[src/rtl/comparator_tree_scheduler.sv]
// Valid/ready flow-control sequencer for a 5-input, 3-stage min/max comparator tree.
// Optional perf counters are built when COMPARATOR_SCHED_PERF_EN is defined.
module comparator_tree_scheduler #(
  parameter int unsigned WIDTH = 3,
  parameter int unsigned CNT_W = 16
) (
  input  logic             clock,
  input  logic             reset_n,
  input  logic             flush,
  input  logic             in_valid,
  output logic             in_ready,
  input  logic [WIDTH-1:0] in_data_0,
  input  logic [WIDTH-1:0] in_data_1,
  input  logic [WIDTH-1:0] in_data_2,
  input  logic [WIDTH-1:0] in_data_3,
  input  logic [WIDTH-1:0] in_data_4,
  output logic             cmp_start,
  output logic [WIDTH-1:0] cmp_inputs_0,
  output logic [WIDTH-1:0] cmp_inputs_1,
  output logic [WIDTH-1:0] cmp_inputs_2,
  output logic [WIDTH-1:0] cmp_inputs_3,
  output logic [WIDTH-1:0] cmp_inputs_4,
  input  logic [WIDTH-1:0] cmp_result,
  output logic             out_valid,
  input  logic             out_ready,
  output logic [WIDTH-1:0] out_data,
  output logic             busy,
  output logic [CNT_W-1:0] perf_accept_cnt,
  output logic [CNT_W-1:0] perf_stall_cnt
);

  localparam int unsigned NSTG = 3;

  logic [NSTG-1:0]  v_q, v_d;
  logic [WIDTH-1:0] s4a_q, s4a_d;
  logic [WIDTH-1:0] s4b_q, s4b_d;
  logic             stall;
  logic             accept;

  // Handshake, tree advance and next-state of the stage-valid / operand-4 skew pipe
  always_comb begin
    stall     = v_q[NSTG-1] && !out_ready;
    in_ready  = !flush && !stall;
    cmp_start = in_ready && (in_valid || (|v_q));
    accept    = in_valid && in_ready;
    v_d       = v_q;
    s4a_d     = s4a_q;
    s4b_d     = s4b_q;
    if (flush) begin
      v_d   = '0;
      s4a_d = '0;
      s4b_d = '0;
    end else if (cmp_start) begin
      v_d   = {v_q[NSTG-2:0], accept};
      s4b_d = s4a_q;
      if (accept) begin
        s4a_d = in_data_4;
      end
    end
  end

  always_ff @(posedge clock or negedge reset_n) begin
    if (!reset_n) begin
      v_q   <= '0;
      s4a_q <= '0;
      s4b_q <= '0;
    end else begin
      v_q   <= v_d;
      s4a_q <= s4a_d;
      s4b_q <= s4b_d;
    end
  end

  assign cmp_inputs_0 = in_data_0;
  assign cmp_inputs_1 = in_data_1;
  assign cmp_inputs_2 = in_data_2;
  assign cmp_inputs_3 = in_data_3;
  assign cmp_inputs_4 = s4b_q;
  assign out_valid    = v_q[NSTG-1];
  assign out_data     = cmp_result;
  assign busy         = |v_q;

`ifdef COMPARATOR_SCHED_PERF_EN
  logic [CNT_W-1:0] acc_cnt_q, acc_cnt_d;
  logic [CNT_W-1:0] stl_cnt_q, stl_cnt_d;

  // Saturating event counters, cleared only by reset
  always_comb begin
    acc_cnt_d = acc_cnt_q;
    stl_cnt_d = stl_cnt_q;
    if (accept && !(&acc_cnt_q)) begin
      acc_cnt_d = acc_cnt_q + CNT_W'(1);
    end
    if (stall && !(&stl_cnt_q)) begin
      stl_cnt_d = stl_cnt_q + CNT_W'(1);
    end
  end

  always_ff @(posedge clock or negedge reset_n) begin
    if (!reset_n) begin
      acc_cnt_q <= '0;
      stl_cnt_q <= '0;
    end else begin
      acc_cnt_q <= acc_cnt_d;
      stl_cnt_q <= stl_cnt_d;
    end
  end

  assign perf_accept_cnt = acc_cnt_q;
  assign perf_stall_cnt  = stl_cnt_q;
`else
  assign perf_accept_cnt = '0;
  assign perf_stall_cnt  = '0;
`endif

endmodule

[config.mk]
export PLATFORM = sky130hd
export DESIGN_NAME = comparator_tree_scheduler
export DESIGN_NICKNAME = d
export VERILOG_FILES = /design/src/rtl/comparator_tree_scheduler.sv
export SDC_FILE = /design/constraint.sdc
export NUM_CORES = 1
export LEC_CHECK = 0
export CORE_MARGIN = 1
export CORE_UTILIZATION = 32
export DETAILED_ROUTE_END_ITERATION = 10
export GPL_TIMING_DRIVEN = 0
export PLACE_DENSITY_LB_ADDON = 0.25
export SLEW_MARGIN = 20
export SYNTH_ARGS = -nofsm -noshare
export SYNTH_HDL_FRONTEND = slang
export SYNTH_SLANG_ARGS = --single-unit
[constraint.sdc]
create_clock -name clock -period 2.4 [get_ports clock]
set_input_delay 0.36 -clock clock [delete_from_list [all_inputs] [get_ports clock]]
set_output_delay 0.36 -clock clock [all_outputs]
set_load 0.005 [all_outputs]
==> results.md <==
* Buffers from clock root to sink, at most at 2
* Setup ws final at 0.2357 ns
* DRC violations left at 0
* Reg clk slew, reported paths at 0.06 ns
* Total via count after detailed routing at 609
* Final Cell Area at 1259 um^2
* Power per standard cell area at 353.3 nW/um^2
* Fin nets at 171
* Largest net degree at the start of global routing at 11
* Port buffer count at 29
* Clock net sink count at 9
* Final Hold Vio Count at 0
* Clk_lat worst skew at 0.25 ns
* Cell depth of the worst setup path at 4
* GPL Wtd Cong at 0.6896
* CTS H-Tree Depth at 1
* Number of nets with antenna violations after routing at 0
* Largest stage delay on the critical path at 0.52 ns
* Global-route wire length before repair at 1.821 mm
* Post-synthesis instance total at 83
* Post-CTS resize count at 0
* Total setup violations reported at the end of the flow at 0
* Type of the setup path with the least slack: input port to output port
* Leading cell type in the layout, fill and taps excluded: sky130_fd_sc_hd__buf_4
* Crit path max-delay cell type: sky130_fd_sc_hd__clkdlybuf4s50_1
* Static leakage at 0.6863 nW
* Multi-input logic area at 321.6 um^2
* HPWL after DPL at 1.148 mm
* Number of global-route vias before repair at 458
* Max cap viols at 0
* Achievable Freq at 462.0 MHz
* Combined area of all synthesized cells at 790.8 um^2
* R2r setup slk at 1.00 ns
* Total overflow reported by the global router at 0
* Placement-stage worst setup slack at 0.2220 ns
* Cell repeated most along the worst path: sky130_fd_sc_hd__clkdlybuf4s50_1
* # placed instances at 171
* Count of distinct cell types in the synthesized netlist at 18
* Area of the die at 2674 um^2
* CP Max Fanout at 10
* Share of cells above drive strength 1 at 0.4150
* Worst clock skew at 0.001717 ns
* Cell Count, Final, Fillers Out at 175
* Mapped Avg Cell Area at 9.527 um^2
* Number of placement rows at 17
* Number of pins exceeding their max-slew limit in the final report at 0
* Max VDD drop at 190.4 uV
* Avg WL per Cell at 7.309 um
* Core Box Area at 2276 um^2
* 1st-pass router iterations at 2
* Kind of start point of the critical path: input port
* WP data arrival at 1.80 ns
* Status: completed
* Die boundary height at 51.71 um
* Number of antenna violations at the first check in global routing at 0
* Starting utilization of the core area at 0.3474
* Logic depth of the worst register-to-register path at 3
* Required arrival time at the worst endpoint at 2.04 ns
* Series of cell instances along the critical path: clkdlybuf4s50_1, buf_1, nor2_1, clkdlybuf4s50_1
* Clock tree from TritonCTS: yes
* Vias/cell at 3.480
* Most frequent cells in the layout: sky130_fd_sc_hd__buf_4, sky130_fd_sc_hd__conb_1, sky130_fd_sc_hd__clkdlybuf4s50_1, sky130_fd_sc_hd__dfrtp_1, sky130_fd_sc_hd__nor2b_1
* Final wirelength at 1.279 mm
* Share of the clock period used by the worst path after layout at 0.9018
* Die width at 51.71 um
* Total buffers and inverters traversed by the critical path at 3
* Iteration-0 DRC Markers at 5
* Ports placed on the boundary at 77
* Post-synthesis register bit count at 9
* Design Power at 0.0004447 W
* Number of buffers added to fix hold violations after cts at 0
* Post-layout min period at 2.164 ns
* Inserted Clock Buffers at 3
* Buffer cell driving the clock tree root: sky130_fd_sc_hd__clkbuf_4
* Sequential-to-total area share from yosys stat at 0.2848
* RSZ-0062 raised after global routing: no
* Cell Area, Placed at 1232 um^2
* Number of filler instances in the final layout at 218
* Post-CTS setup buffers at 0
* Critical path endpoint category: output port
* Delay-heaviest family, CP: buffers and inverters
* Sequential cell area at 225.2 um^2
* Total negative setup slack at 0 ns
* Path class of the lowest-slack min-delay path: input port to async pin
* Antenna Cells at 0
* Warnings from Yosys at 0
* All-Layer GR Usage at 0.09298
* Synth-to-layout area growth at 59.18%
==> cells by family after synthesis <==
kind of cell / count (synthesis) / synth area share
AND/OR/NAND/NOR: 16 / 0.1377
multiplexers: 6 / 0.09968
AO/OA/AOI/OAI: 2 / 0.01740
other: 1 / 0.004742
buffers and inverters: 49 / 0.4557
flip-flops: 9 / 0.2848
==> worst paths after layout <==
| check | endpoint | start |
|---|---|---|
| max | in_ready | flush |
| min | s4a_q[2] | reset_n |
| max reg2reg | s4a_q[0] | v_q[2] |
| min reg2reg | cmp_inputs_4[0] | s4a_q[0] |
| max in group asynchronous | cmp_inputs_4[1] | reset_n |
| min in group clock | cmp_inputs_4[0] | s4a_q[0] |
==> Yosys cell counts (all sizes together) <==
master / number / area (um^2)
mux2: 6 / 78.82
inv: 1 / 3.750
a31o: 1 / 8.760
nor4: 1 / 6.260
dfrtp: 9 / 225.2
or3: 1 / 7.510
nor2: 3 / 11.26
nand2: 1 / 3.750
nor2b: 7 / 51.30
o21ai: 1 / 5.000
nor3b: 1 / 7.510
buf: 48 / 356.6
nor3: 1 / 10.01
conb: 1 / 3.750
or3b: 1 / 11.26
==> through the flow <==
step / utilization / hold WS, ns
2_1_floorplan: - / 0.06441
3_3_place_gp: 0.5415 / 0.4902
3_5_place_dp: 0.5415 / 0.4922
4_1_cts: 0.5531 / 0.4017
5_1_grt: 0.5531 / 0.4142
6_report: 0.5531 / 0.3959
==> sequential cells by signal (all words and copies together) (netlist names) <==
| name | flops |
|---|---|
| v_q | 3 |
| cmp_inputs_4 | 3 |
| s4a_q | 3 |
==> layout make-up <==
class	instances	area share
Sequential cell	9	0.1789
Inverter	1	0.002982
Multi-Input combinational cell	56	0.2555
Buffer	48	0.2833
Timing Repair Buffer	29	0.2306
Clock buffer	4	0.02087
Tap cell	28	0.02783
==> routing by layer <==
layer / vias to the layer above / track usage / wire (um) / part of all wire
met1: 249 / 0.08633 / 417 / 0.33
met3: 2 / 0.02632 / 172 / 0.13
li1: 311 / - / - / -
met2: 47 / 0.1710 / 681 / 0.53
met5: - / 0 / 0 / 0
met4: 0 / 0.06757 / 8 / 0.0063
==> power by group <==
| part | total, W | internal, W | switching (W) |
|---|---|---|---|
| clock network | 0.000110 | 0.0000637 | 0.0000468 |
| registers | 0.000169 | 0.000163 | 0.00000643 |
| logic | 0.000165 | 0.000115 | 0.0000500 |
| total | 0.000445 | 0.000341 | 0.000103 |
Note: power is estimated with default switching activity, not from simulation.
